**src/rtl/uart_rx_core.sv**
```systemverilog
// UART receive core: synchronizes UART_Rx, reassembles start/8 data/optional parity/stop
// frames LSB first and strobes each byte with its parity and framing status.
`timescale 1ns/1ps
module uart_rx_core #(
  parameter int DATA_W      = 8,
  parameter int SYNC_STAGES = 2
) (
  input  logic              clock,
  input  logic              reset_n,
  input  logic              start_rx,
  input  logic [7:0]        clk_ratio,
  input  logic              parityen,
  input  logic              parityodd,
  input  logic              UART_Rx,
  output logic [DATA_W-1:0] data_out,
  output logic              data_valid,
  output logic              parity_err,
  output logic              frame_err,
  output logic              busy_rx
);

  // state  | meaning
  // IDLE   | waiting for a falling edge on the synchronized line
  // START  | timing to mid start bit to reject glitches
  // DATA   | sampling data bits at mid bit, LSB first
  // PARITY | sampling the parity bit
  // STOP   | sampling the stop bit, strobing the result
  // BREAK  | stop bit was low; wait for the line to go idle
  typedef enum logic [2:0] {
    ST_IDLE, ST_START, ST_DATA, ST_PARITY, ST_STOP, ST_BREAK
  } state_t;

  state_t            state, state_nxt;
  logic [SYNC_STAGES-1:0] sync;
  logic              rxs, rxs_d;
  logic [7:0]        ratio_l, bit_cnt;
  logic [3:0]        bit_idx;
  logic [DATA_W-1:0] shift;
  logic              pen_l, podd_l, perr_l;
  logic              tick, start_ok, stop_samp;

  always_ff @(posedge clock or negedge reset_n) begin
    if (!reset_n) sync <= '1;
    else          sync <= {sync[SYNC_STAGES-2:0], UART_Rx};
  end

  assign rxs = sync[SYNC_STAGES-1];

  always_ff @(posedge clock or negedge reset_n) begin
    if (!reset_n) state <= ST_IDLE;
    else          state <= state_nxt;
  end

  always_comb begin
    state_nxt = state;
    start_ok  = 1'b0;
    stop_samp = 1'b0;
    busy_rx   = 1'b0;
    tick      = (bit_cnt == 8'd0);
    case (state)
      ST_IDLE: begin
        if (start_rx && (clk_ratio >= 8'd4) && !rxs && rxs_d) begin
          start_ok  = 1'b1;
          state_nxt = ST_START;
        end
      end
      ST_START: begin
        busy_rx = 1'b1;
        if (tick) state_nxt = rxs ? ST_IDLE : ST_DATA;
      end
      ST_DATA: begin
        busy_rx = 1'b1;
        if (tick && (bit_idx == 4'(DATA_W - 1)))
          state_nxt = pen_l ? ST_PARITY : ST_STOP;
      end
      ST_PARITY: begin
        busy_rx = 1'b1;
        if (tick) state_nxt = ST_STOP;
      end
      ST_STOP: begin
        busy_rx = 1'b1;
        if (tick) begin
          stop_samp = 1'b1;
          state_nxt = rxs ? ST_IDLE : ST_BREAK;
        end
      end
      ST_BREAK: begin
        if (rxs) state_nxt = ST_IDLE;
      end
      default: state_nxt = ST_IDLE;
    endcase
  end

  // Timer is loaded to land on mid start bit, then reloaded with a full bit each sample.
  always_ff @(posedge clock or negedge reset_n) begin
    if (!reset_n) begin
      rxs_d      <= 1'b1;
      ratio_l    <= '0;
      pen_l      <= 1'b0;
      podd_l     <= 1'b0;
      bit_cnt    <= '0;
      bit_idx    <= '0;
      shift      <= '0;
      perr_l     <= 1'b0;
      data_out   <= '0;
      data_valid <= 1'b0;
      parity_err <= 1'b0;
      frame_err  <= 1'b0;
    end else begin
      rxs_d      <= rxs;
      data_valid <= 1'b0;
      parity_err <= 1'b0;
      frame_err  <= 1'b0;
      if (start_ok) begin
        ratio_l <= clk_ratio;
        pen_l   <= parityen;
        podd_l  <= parityodd;
        bit_cnt <= (clk_ratio >> 1) - 8'd1;
        bit_idx <= '0;
        perr_l  <= 1'b0;
      end else if (busy_rx) begin
        if (tick) bit_cnt <= ratio_l - 8'd1;
        else      bit_cnt <= bit_cnt - 8'd1;
        if (tick && (state == ST_DATA)) begin
          shift   <= {rxs, shift[DATA_W-1:1]};
          bit_idx <= bit_idx + 4'd1;
        end
        // parityodd=0 demands an odd count of ones, parityodd=1 an even count
        if (tick && (state == ST_PARITY))
          perr_l <= (^shift) ^ rxs ^ ~podd_l;
        if (stop_samp) begin
          data_valid <= 1'b1;
          data_out   <= shift;
          parity_err <= perr_l;
          frame_err  <= ~rxs;
        end
      end
    end
  end

endmodule
```
**config.mk**
```make
export PLATFORM = sky130hd
export DESIGN_NAME = uart_rx_core
export DESIGN_NICKNAME = d
export VERILOG_FILES = /design/src/rtl/uart_rx_core.sv
export SDC_FILE = /design/constraint.sdc
export NUM_CORES = 1
export LEC_CHECK = 0
export ABC_CLOCK_PERIOD_IN_PS = 6300
export CELL_PAD_IN_SITES_DETAIL_PLACEMENT = 1
export CELL_PAD_IN_SITES_GLOBAL_PLACEMENT = 1
export CORE_ASPECT_RATIO = 2
export CORE_MARGIN = 4
export CORE_UTILIZATION = 50
export CTS_BUF_LIST = sky130_fd_sc_hd__clkbuf_8
export CTS_CLUSTER_DIAMETER = 120
export DETAILED_ROUTE_END_ITERATION = 8
export GPL_TIMING_DRIVEN = 0
export PLACE_DENSITY = 0.94
export RECOVER_POWER = 100
export SKIP_LAST_GASP = 1
export SLEW_MARGIN = 20
export SYNTH_ARGS = -nofsm -noshare
export SYNTH_HDL_FRONTEND = slang
export SYNTH_SLANG_ARGS = --single-unit
```
**constraint.sdc**
```tcl
create_clock -name clock -period 6.3 [get_ports clock]
set_input_delay 0.945 -clock clock [delete_from_list [all_inputs] [get_ports clock]]
set_output_delay 0.945 -clock clock [all_outputs]
set_load 0.01 [all_outputs]
```
Yosys cells after proc, flatten, opt, wreduce, memory -nomap -nowiden

Cells that the tools add are included.

Add/subtract/negate cells: 4
Magnitude comparators: 1
Equality and inequality tests: 12
Multiplexer cells: 33
Bitwise logic cells: 5
Reduce and logical (&&, ||, !) cells: 19

Operators by type and width:

| cell                                                                                 | count |
|---|---|
| 3-bit 2-to-1 mux                                                                     | 8 |
| 8-bit 2-to-1 mux                                                                     | 3 |
| 3-bit case mux with 6 select lines                                                   | 1 |
| 1-bit 2-to-1 mux                                                                     | 17 |
| 8-bit by 1-bit subtractor with 8-bit output (second input constant)                  | 2 |
| 4-bit 2-to-1 mux                                                                     | 3 |
| 2-bit != test (second input constant)                                                | 6 |
| 8-bit by 3-bit greater-or-equal comparator with 1-bit output (second input constant) | 1 |
| 8-bit zero test                                                                      | 1 |
| 8-bit XOR reduction                                                                  | 1 |
| 7-bit by 1-bit subtractor with 8-bit output (second input constant)                  | 1 |
| 3-bit by 2-bit == test with 1-bit output (second input constant)                     | 2 |
| 3-bit == test (second input constant)                                                | 2 |
| 1-bit logical AND                                                                    | 6 |
| 3-bit AND reduction                                                                  | 2 |
| 6-bit AND reduction                                                                  | 1 |
| 2-bit nonzero test                                                                   | 3 |
| 4-bit by 1-bit adder with 4-bit output (second input constant)                       | 1 |
| 4-bit by 3-bit == test with 1-bit output (second input constant)                     | 1 |
| 2-bit AND reduction                                                                  | 2 |
| 4-bit OR reduction                                                                   | 1 |
| 3-bit by 1-bit == test with 1-bit output (second input constant)                     | 1 |
| 3-bit zero test                                                                      | 1 |
| 1-bit NOT                                                                            | 3 |
| 3 further kinds                                                                      | 4 |

Bits in registers: 48
Input port bits: 14
Output and inout bits: 12
Word-level logic and storage cells: 88

Logic depth before layout (Yosys ltp)

Depth in word-level cells: 8
Depth in mapped cells: 10
Depth with buffers taken out: 8

Worst setup path before layout

Ideal clock, no wire load.

Kind: input -> register
Start point: input clk_ratio[7]
End point: register bit_cnt[4]
Setup time: 0.082 ns
Arrival time: 2.898 ns
Data required time: 6.218 ns
Slack: 3.320 ns
Cell stages on the path: 9
Path buffers: 1
Path through: or3_1 o211a_1 buf_2 nand2_1 o21a_1 ha_1 inv_1 or4_1 a31oi_1

Word-level cells in the longest chain between the ends: 7
Elaborated cells on any way between the ends: 8
Classes of those cells: 1 x order compare; 3 x mux; 4 x reduce/logical

Ends and longest elaborated chain:

| element                                                          | RTL line | source |
|---|---|---|
| start, declared                                                  | 11       | `input logic [7:0] clk_ratio,` |
| 8-bit by 3-bit greater-or-equal comparator with 1-bit output (*) | 62       | `if (start_rx && (clk_ratio >= 8'd4) && !rxs && rxs_d) begin` |
| 1-bit logical AND (*) (3 in series)                              | 62       |  |
| 1-bit 2-to-1 mux (*)                                             | 62       |  |
| 1-bit 2-to-1 mux (*)                                             | 60       | `case (state)` |
| 8-bit 2-to-1 mux or 2-bit nonzero test (tied branches)           | --       |  |
| end signal, assigned                                             | 118      | `bit_cnt <= (clk_ratio >> 1) - 8'd1;` |
| end signal, assigned                                             | 122      | `if (tick) bit_cnt <= ratio_l - 8'd1;` |
| end signal, assigned                                             | 123      | `else bit_cnt <= bit_cnt - 8'd1;` |
| end, declared                                                    | 36       | `logic [7:0] ratio_l, bit_cnt;` |

Mark *: on every way between the ends. The rest lies on a longest branch, timed or not.
A chain may end at the register's enable or synchronous reset.

Worst setup path after layout

Same ends and word-level chain as after synthesis.

==> flow_metrics.tcl <==
set metrics [dict create \
    status "finished with violations" \
    violations "max-capacitance violations, max-slew violations" \
    power.leakage_nw 1.39 \
    die_h_um 108 \
    path_cells "dlygate4sd3_1, or3_1, o211a_1, clkbuf_1, nand2_1, o21a_1, ha_1, inv_1, or4_1, a31oi_1" \
    tightestPinTransition_ns 1.73 \
    rows 36 \
    hold_buffers 0 \
    cts.repair.resized 0 \
    min_period_ns 3.67 \
    crit_family "simple AND/OR/NAND/NOR gates" \
    num_vias 1985 \
    clk_latency_ns 0.30 \
    combPwrFrac 0.306 \
    peakVddDrop_mv 0.232 \
    io_pins 26 \
    wl_um 6490 \
    async_reset_ff_frac 1.00 \
    r2r_start "bit_cnt[7]" \
    worstSetupStartpointType "primary input" \
    synth_seq_cells 48 \
    gp_congestion 0.930 \
    finalClockSkew_ns 0.00943 \
    p_clk_frac 0.221 \
    core_area_mm2 0.00486 \
    grt_use_total 0.230 \
    initial_utilization 0.516 \
    cts_htree_levels 2 \
    grt_pass1_vias 2260 \
    hold_path_class "flop to flop" \
    swShare 0.368 \
    hold_viol_final 0 \
    gr-total-overflow 0 \
    p_seq_frac 0.473 \
    min_path_cells 0 \
    hold_start "sync[0]" \
    rsz0062_at_grt "false" \
    postPlaceCellArea_mm2 0.00285 \
    final_common_cell "dfrtp_1" \
    finalSetupViolCount 0 \
    synth_edf_count 0 \
    relSlewSlack -0.156 \
    min_to "sync[1]" \
    synthCells 232 \
    required_ns 6.52 \
    yosysWarnings 0 \
    areaGrowthSynthToFinish_pct 14.8 \
    dieWidth_um 58.1 \
    drc_errors 0 \
    cts_tree "yes" \
    grt_max_degree 34 \
    critical_path.endpoint_type "flop" \
    synth_area_mm2 0.00251 \
    port_buffers 25 \
    worst-setup-path-type "primary input to flop" \
    synth_cell_types 58 \
    post-route-cell-area_mm2 0.00288 \
    layout_common_cells "dfrtp_1, nand2_1, mux2_1" \
    final_max_slew_viol_count 34 \
    ys.flop_type "dfrtp_1" \
    firstDrtPassIters 4 \
    setup_tns_ns 0 \
    cp.arrival_ns 3.89 \
    wl_per_cell_um 20.1 \
    clkTransAtPathRegs_ns 0.09 \
    period_share 0.582 \
    ff2ff_path_depth 4 \
    power_density_mw_per_mm2 347 \
    cpPeakStageDelay_ns 0.64 \
    antenna_found_initial 0 \
    antenna_left 0 \
    fmax_mhz 273 \
    cts_buffers 5 \
    drive_gt1_frac 0.0752 \
    synth_nets 248 \
    r2r_end "shift[3]" \
    dieArea_mm2 0.00629 \
    hpwl_um 5150 \
    ff2ff_setup_slack_ns 3.37 \
    vias_per_cell 6.15 \
    switchingPower_w 0.000368 \
    avgSynthCellArea_um2 10.8 \
    num_antenna_cells 0 \
    fin_hold_ws_ns 0.369 \
    post-cts-setup-buffers 0 \
    final_nets 281 \
    drv_cap 1 \
    slowest_stage "dlygate4sd3_1" \
    ys_seq_area_frac 0.480 \
    cp_max_fo 10 \
    cts_root_buffer "clkbuf_8" \
    drt-initial-drc-count 51 \
    power.internal_w 0.000633 \
    clock_sinks 48 \
    clock_path_buffers 2 \
    grt_pass1_wl_um 10900 \
    path_buf_inv 3 \
]
-- synthesized netlist by cell type (all sizes together), types with 4 or more instances --
| cell type | instances | share of area |
|---|---|---|
| a21oi | 8 | 0.016 |
| a31oi | 4 | 0.010 |
| a41o | 4 | 0.016 |
| buf | 7 | 0.014 |
| dfrtp | 45 | 0.45 |
| inv | 6 | 0.0090 |
| mux2 | 20 | 0.091 |
| mux2i | 7 | 0.028 |
| nand2 | 34 | 0.051 |
| nand3 | 4 | 0.013 |
| nor2 | 15 | 0.032 |
| nor3 | 7 | 0.014 |
| nor4 | 4 | 0.018 |
| o21ai | 7 | 0.014 |
| or3 | 5 | 0.014 |
| xnor2 | 8 | 0.028 |
| xor2 | 4 | 0.014 |
-- layer usage --
metal / vias up / global-route usage / routed length, um
met5: - / 0 / 0
met4: 0 / 0.104 / 226
met3: 19 / 0.0335 / 188
met2: 59 / 0.454 / 3800
met1: 999 / 0.221 / 2270
li1: 908 / - / -
-- worst max path at each step --
stage	startpoint	endpoint	slack, ns	depth (start not counted)
finish	clk_ratio[7]	bit_cnt[4]	2.63	10
global route	clk_ratio[7]	bit_cnt[4]	2.48	10
CTS	clk_ratio[7]	bit_cnt[4]	2.82	10
detailed placement	clk_ratio[7]	bit_cnt[4]	2.53	10
global placement	clk_ratio[7]	bit_cnt[4]	2.55	10
floorplan	clk_ratio[7]	bit_cnt[4]	3.32	9
-- power by group through the flow --
stage	sequential [W]	clock [W]	combinational [W]
detailed placement	0.000479	0	0.000316
global placement	0.000471	0	0.000299
CTS	0.000473	0.000223	0.000320
global route	0.000482	0.000235	0.000344
finish	0.000474	0.000222	0.000306
floorplan	0.000445	0	0.000235
-- area by class of cell --
| type | instances | area (um^2) |
|---|---|---|
| clock inverters | 3 | 42.5 |
| clock buffers | 5 | 68.8 |
| well taps | 57 | 71.3 |
| inverters | 6 | 22.5 |
| multi-input cells | 170 | 1190 |
| repair buffers | 26 | 248 |
| flip-flops and latches | 48 | 1200 |
| plain buffers | 8 | 32.5 |
| fillers | 543 | 1980 |
-- state kept, by name (all words and copies together) (netlist names) --
signal      count
rxs_d           1
frame_err       1
ratio_l         8
podd_l          1
perr_l          1
data_out        8
data_valid      1
bit_idx         4
bit_cnt         8
state           3
sync            2
parity_err      1
shift           8
pen_l           1
-- stage by stage --
step / utilization / std cells / power (W) / setup slack, ns
2_1_floorplan: - / 232 / 0.000680 / 3.32
3_3_place_gp: 0.582 / 314 / 0.000771 / 2.55
3_5_place_dp: 0.585 / 315 / 0.000795 / 2.53
4_1_cts: 0.608 / 323 / 0.00102 / 2.82
5_1_grt: 0.593 / 323 / 0.00106 / 2.48
6_report: 0.593 / 323 / 0.00100 / 2.63
-- kinds of logic (layout without fill, tap and decap cells) --
family                     Yosys count  in the layout  share of synthesized area
DFF                                 48             48                      0.480
adders and majority gates            2              2                    0.00996
buffers and inverters               14             48                     0.0244
and+or+nand+nor                     83             83                      0.186
AOI/OAI and AO/OA                   45             45                      0.130
xor gates and xnor gates            13             13                     0.0508
muxes                               27             27                      0.119
Power figures use the tool's default switching activity.
==> edit 1 (config.mk and constraints unchanged) <==
Register the inputs `start_rx`, `parityen`, `parityodd` and `UART_Rx` before use, with the module's reset. The logic sees them one clock later.
--- a/src/rtl/uart_rx_core.sv
+++ b/src/rtl/uart_rx_core.sv
@@ -32,2 +32,21 @@
 
+  logic start_rx_q;
+  logic parityen_q;
+  logic parityodd_q;
+  logic UART_Rx_q;
+
+  always_ff @(posedge clock or negedge reset_n) begin
+    if (!reset_n) begin
+      start_rx_q  <= '0;
+      parityen_q  <= '0;
+      parityodd_q <= '0;
+      UART_Rx_q   <= '0;
+    end else begin
+      start_rx_q  <= start_rx;
+      parityen_q  <= parityen;
+      parityodd_q <= parityodd;
+      UART_Rx_q   <= UART_Rx;
+    end
+  end
+
   state_t            state, state_nxt;
@@ -43,3 +62,3 @@
     if (!reset_n) sync <= '1;
-    else          sync <= {sync[SYNC_STAGES-2:0], UART_Rx};
+    else          sync <= {sync[SYNC_STAGES-2:0], UART_Rx_q};
   end
@@ -61,3 +80,3 @@
       ST_IDLE: begin
-        if (start_rx && (clk_ratio >= 8'd4) && !rxs && rxs_d) begin
+        if (start_rx_q && (clk_ratio >= 8'd4) && !rxs && rxs_d) begin
           start_ok  = 1'b1;
@@ -115,4 +134,4 @@
         ratio_l <= clk_ratio;
-        pen_l   <= parityen;
-        podd_l  <= parityodd;
+        pen_l   <= parityen_q;
+        podd_l  <= parityodd_q;
         bit_cnt <= (clk_ratio >> 1) - 8'd1;
Function: changed (a bounded check fails within 4 cycles, from zero or initial values and one cycle with reset_n low).
==> edit 1 against the original RTL <==
  * The run still ends with capacitance limit, slew limit left
  * Die area fell by 0.40%
  * Register-to-register slack got worse by 290 ps
  * Sequential cell count is 4 higher
  * Synthesized cell count fell by 3.0%
  * Worst hold slack got worse by 3.7 ps
  * Final area down 1.8%
  * Wire length fell by 9.9%
  * Worst setup slack improved by 29 ps
  * Synthesized area fell by 0.45%
  * Maximum frequency increased by 0.79%
  * Count of clock-buffer cells in the layout grew 1
Power is not compared: it rests on default switching activity, and its combinational part moved more than twofold at a synthesized area within 25%.
==> edit 1: results <==
metrics = {
    "clocking": {
        "clk_latency_ps": 310,
        "path_clk_slew_ps": 90,
        "cts_setup_buffers": 0,
        "cts_buffers": 5,
        "ctsRootBufferMaster": "clkbuf_8",
        "htreeDepth": 2,
        "cts_buffer_depth": 2,
        "postCtsResizedCells": 0,
    },
    "logic_synthesis": {
        "synth.distinct_cells": 54,
        "netlist_top_cells_count": "49 x dfrtp_1, 36 x nand2_1, 17 x mux2_2, 15 x nor2_1, 14 x a21oi_1",
        "syn_inst": 225,
        "syn_nets": 241,
        "synth_area_leaders": "dfrtp_1 49%, mux2_2 7.7%, nand2_1 5.4%, dfstp_2 3.2%, xnor2_1 3.2%",
        "async_flop_share_pct": 100,
        "yosysSeqAreaShare_pct": 52.2,
        "ys_warn_count": 0,
    },
    "power": {
        "sequentialPower_uw": 338,
        "p_comb_uw": 18.1,
        "p_leak_uw": 0.00131,
        "power.switching_uw": 126,
        "peakVddDrop_uv": 195,
        "p_total_uw": 559,
    },
    "route": {
        "wl_met3_um": 148,
        "drt_iter0_markers": 61,
        "wl_met1_um": 2130,
        "drtPass1Iterations": 4,
        "via_count": 1820,
        "wl_um": 5850,
        "top_layer_used": "met4",
        "route.met2.wl_um": 3370,
    },
    "setup_path": {
        "critPathMaxFanout": 10,
        "crit_arrival_ps": 3880,
    },
    "hold_path": {
        "hp-class": "flip-flop to flip-flop",
    },
    "global_route": {
        "use_met3_pct": 4.06,
        "grt.total_usage_pct": 20.8,
        "grt_max_degree": 53,
        "antenna_found_initial": 0,
        "grt_pass1_vias": 2079,
        "grtUsageMet2_pct": 38.5,
        "grt_use_met1_pct": 21.1,
        "grt_pass1_wl_um": 9770,
    },
    "placement": {
        "io_buffers": 25,
        "dp_cells": 307,
        "dp_hpwl_um": 4410,
        "postPlaceCellArea_um2": 2820,
        "pre_cts_ws_ps": 2900,
        "place.gp.congestion": 0.862,
    },
    "outcome": {
        "violations": "capacitance limit, slew limit",
        "status": "finished with violations",
    },
    "sta": {
        "finalMaxSlewViolations": 53,
        "slew-limit-headroom_pct": -81.7,
        "finalClockSkew_ps": 2.43,
    },
    "layout": {
        "diodes": 0,
        "finish.net_count": 273,
        "instances_no_fill": 315,
        "drive_gt1_share_pct": 13.2,
        "fill_cells": 537,
    },
    "job": {
        "drv_cap": 1,
    },
}
edit 1: cell count changes in the layout (fill, tap and decap cells not counted), moves of 4 or more:
cell     delta
nor3_1      -7
mux2_2     +15
dfrtp_1     +4
mux2_1     -16
a21oi_1     +6
edit 1: kinds of logic (layout without fill, tap and decap cells):
family                   count (synthesis)  after routing  share of synthesized area, %
buffers and inverters                   15             48                          3.00
adder cells (fa/ha/maj)                  2              2                          1.00
flip-flops                              52             52                          52.2
AND/OR/NAND/NOR                         75             75                          16.2
XOR/XNOR                                16             16                          5.61
AO/OA/AOI/OAI                           43             43                          12.3
multiplexers                            22             22                          9.71
edit 1: layout make-up:
cell class	instances	area, um2	area share [%]
sequential	52	1310	46.1
multi-input combinational	158	1050	37.2
timing repair buffer	25	244	8.62
clock buffer	6	82.6	2.92
tap	57	71.3	2.52
buffer	10	40.0	1.41
inverter	5	18.8	0.663
clock inverter	2	15.0	0.531
edit 1: final timing paths:
| kind | from | to | slack (ps) | cells after the start |
|---|---|---|---|---|
| max | clk_ratio[5] | bit_cnt[6] | 2660 | 10 |
| min | UART_Rx_q | sync[0] | 370 | 0 |
| max reg2reg | bit_cnt[7] | shift[6] | 3080 | 5 |
| min reg2reg | UART_Rx_q | sync[0] | 370 | 0 |
| max in group asynchronous | reset_n | data_out[6] | 3280 | 1 |
| min in group asynchronous | reset_n | parityen_q | 1470 | 1 |
edit 1: critical path, stage by stage:
cell and delay (ps):
dlygate4sd3_1 600, or3_1 420, o211ai_1 450, clkbuf_1 400, nand2_1 100, o21ai_0 150
ha_1 330, o211ai_1 150, xor2_1 170, a21oi_1 150
==> edit 2 (same flow settings) <==
Without the edit above. Set the parameter `DATA_W` to 10 (it was 8).
--- a/src/rtl/uart_rx_core.sv
+++ b/src/rtl/uart_rx_core.sv
@@ -4,3 +4,3 @@
 module uart_rx_core #(
-  parameter int DATA_W      = 8,
+  parameter int DATA_W      = 10,
   parameter int SYNC_STAGES = 2
Interface: changed (resized data_out); port bits go from 26 to 28. The function was not compared with the original's and may differ.
==> edit 2 against the original RTL <==
  * Maximum frequency is 20% lower
  * Synthesized area rose by 7.4%
  * Sequential cell count grew 4
  * Non-clock buffer count is 4 higher
  * Critical endpoint is now bit_cnt[6]
  * The flow still finishes with violations (capacitance limit, slew limit)
  * Wire length rose by 17%
  * Synthesized cell count up 14%
  * Clock skew up 5.8 ps
  * Worst setup slack worse by 910 ps
  * Largest cell class unchanged
  * Die area rose by 6.6%
  * Sequential share of layout area increased by 0.24 points
  * Global-route usage rose by 2.2 points
  * Critical path type unchanged
  * Final area is 7.7% higher
  * Final cell count increased by 11%
Power is not compared: it rests on default switching activity, and its combinational part moved more than twofold at a synthesized area within 25%.
==> edit 2: results <==
metrics = {
    "layout": {
        "fill_cells": 583,
        "seq_cells": 52,
        "inv_count": 9,
        "drive_gt1_share_pct": 12.0,
        "clkbuf_count": 6,
        "clockNetworkAreaShare_pct": 3.10,
    },
    "route": {
        "via_per_inst": 6.27,
        "wl_um": 7610,
        "route.met2.wl_um": 4340,
        "via_count": 2244,
        "wl_met1_um": 2610,
        "drt_iter0_markers": 93,
    },
    "logic_synthesis": {
        "synthAdderAreaFrac_pct": 1.39,
        "synth_area_leaders": "dfrtp_1 45%, mux2_2 10%, nand2_1 5.4%, xnor2_1 3.6%, dfstp_2 2.9%",
        "synthMuxAreaShare_pct": 10.4,
        "synth_xor_area_share_pct": 3.90,
        "netlist_top_cells_count": "49 x dfrtp_1, 39 x nand2_1, 24 x mux2_2, 17 x nor2_1, 13 x o21ai_0",
    },
    "global_route": {
        "grt_pass1_wl_um": 12600,
        "use_met3_pct": 4.64,
    },
    "sta": {
        "finalClockSkew_ps": 15.2,
        "finalMaxSlewViolations": 53,
    },
    "outcome": {
        "status": "finished with violations",
        "violations": "capacitance limit, slew limit",
    },
    "setup_path": {
        "max_stage_delay_ps": 610,
    },
    "job": {
        "drv_cap": 1,
    },
}
[edit 2: cell count changes after synthesis, moves of 4 or more]
cell / delta
inv_1: +4
dfrtp_1: +4
mux2_2: +22
mux2i_1: -6
nor2_1: +4
nand3_1: +9
mux2_1: -17
nand2_1: +5
o21ai_0: +7
[edit 2: worst paths after layout]
path / end / slack [ps] / depth (start not counted) / start
min: sync[1] / 370 / 0 / sync[0]
min reg2reg: sync[1] / 370 / 0 / sync[0]
max: bit_cnt[6] / 1730 / 12 / clk_ratio[6]
max in group asynchronous: data_out[3] / 3240 / 1 / reset_n
max reg2reg: bit_cnt[6] / 2680 / 12 / state[1]
min in group asynchronous: bit_cnt[7] / 1480 / 1 / reset_n
[edit 2: worst register-to-register path, cell delays in order (launching register included)]
cell and delay (ps):
dfrtp_1 340, clkbuf_1 350, nor3_1 250, o211ai_1 180, clkbuf_1 460, clkbuf_1 450, nand2_1 100, o21ai_0 140
ha_1 380, nand2_1 80, or4_1 450, a211o_1 310, nand3_1 80
[edit 2: metrics by stage]
step | utilization [%] | setup WS [ps] | cell area, um2 | hold slack (ps) | power [uW]
after floorplan | - | 2900 | 2700 | 345 | 346
final | 59.9 | 1730 | 3100 | 370 | 564
after global placement | 58.6 | 2070 | 3040 | 346 | 364
after CTS | 60.4 | 2300 | 3130 | 366 | 571
after detailed placement | 58.6 | 1990 | 3040 | 352 | 365
after global routing | 59.9 | 1480 | 3100 | 378 | 584
[edit 2: report_power, final]
part / leakage, uW / internal (uW) / switching [uW]
clock: 0.0000516 / 90.1 / 117
sequential: 0.000669 / 335 / 1.00
combinational: 0.000776 / 8.38 / 12.2
total: 0.00150 / 434 / 131
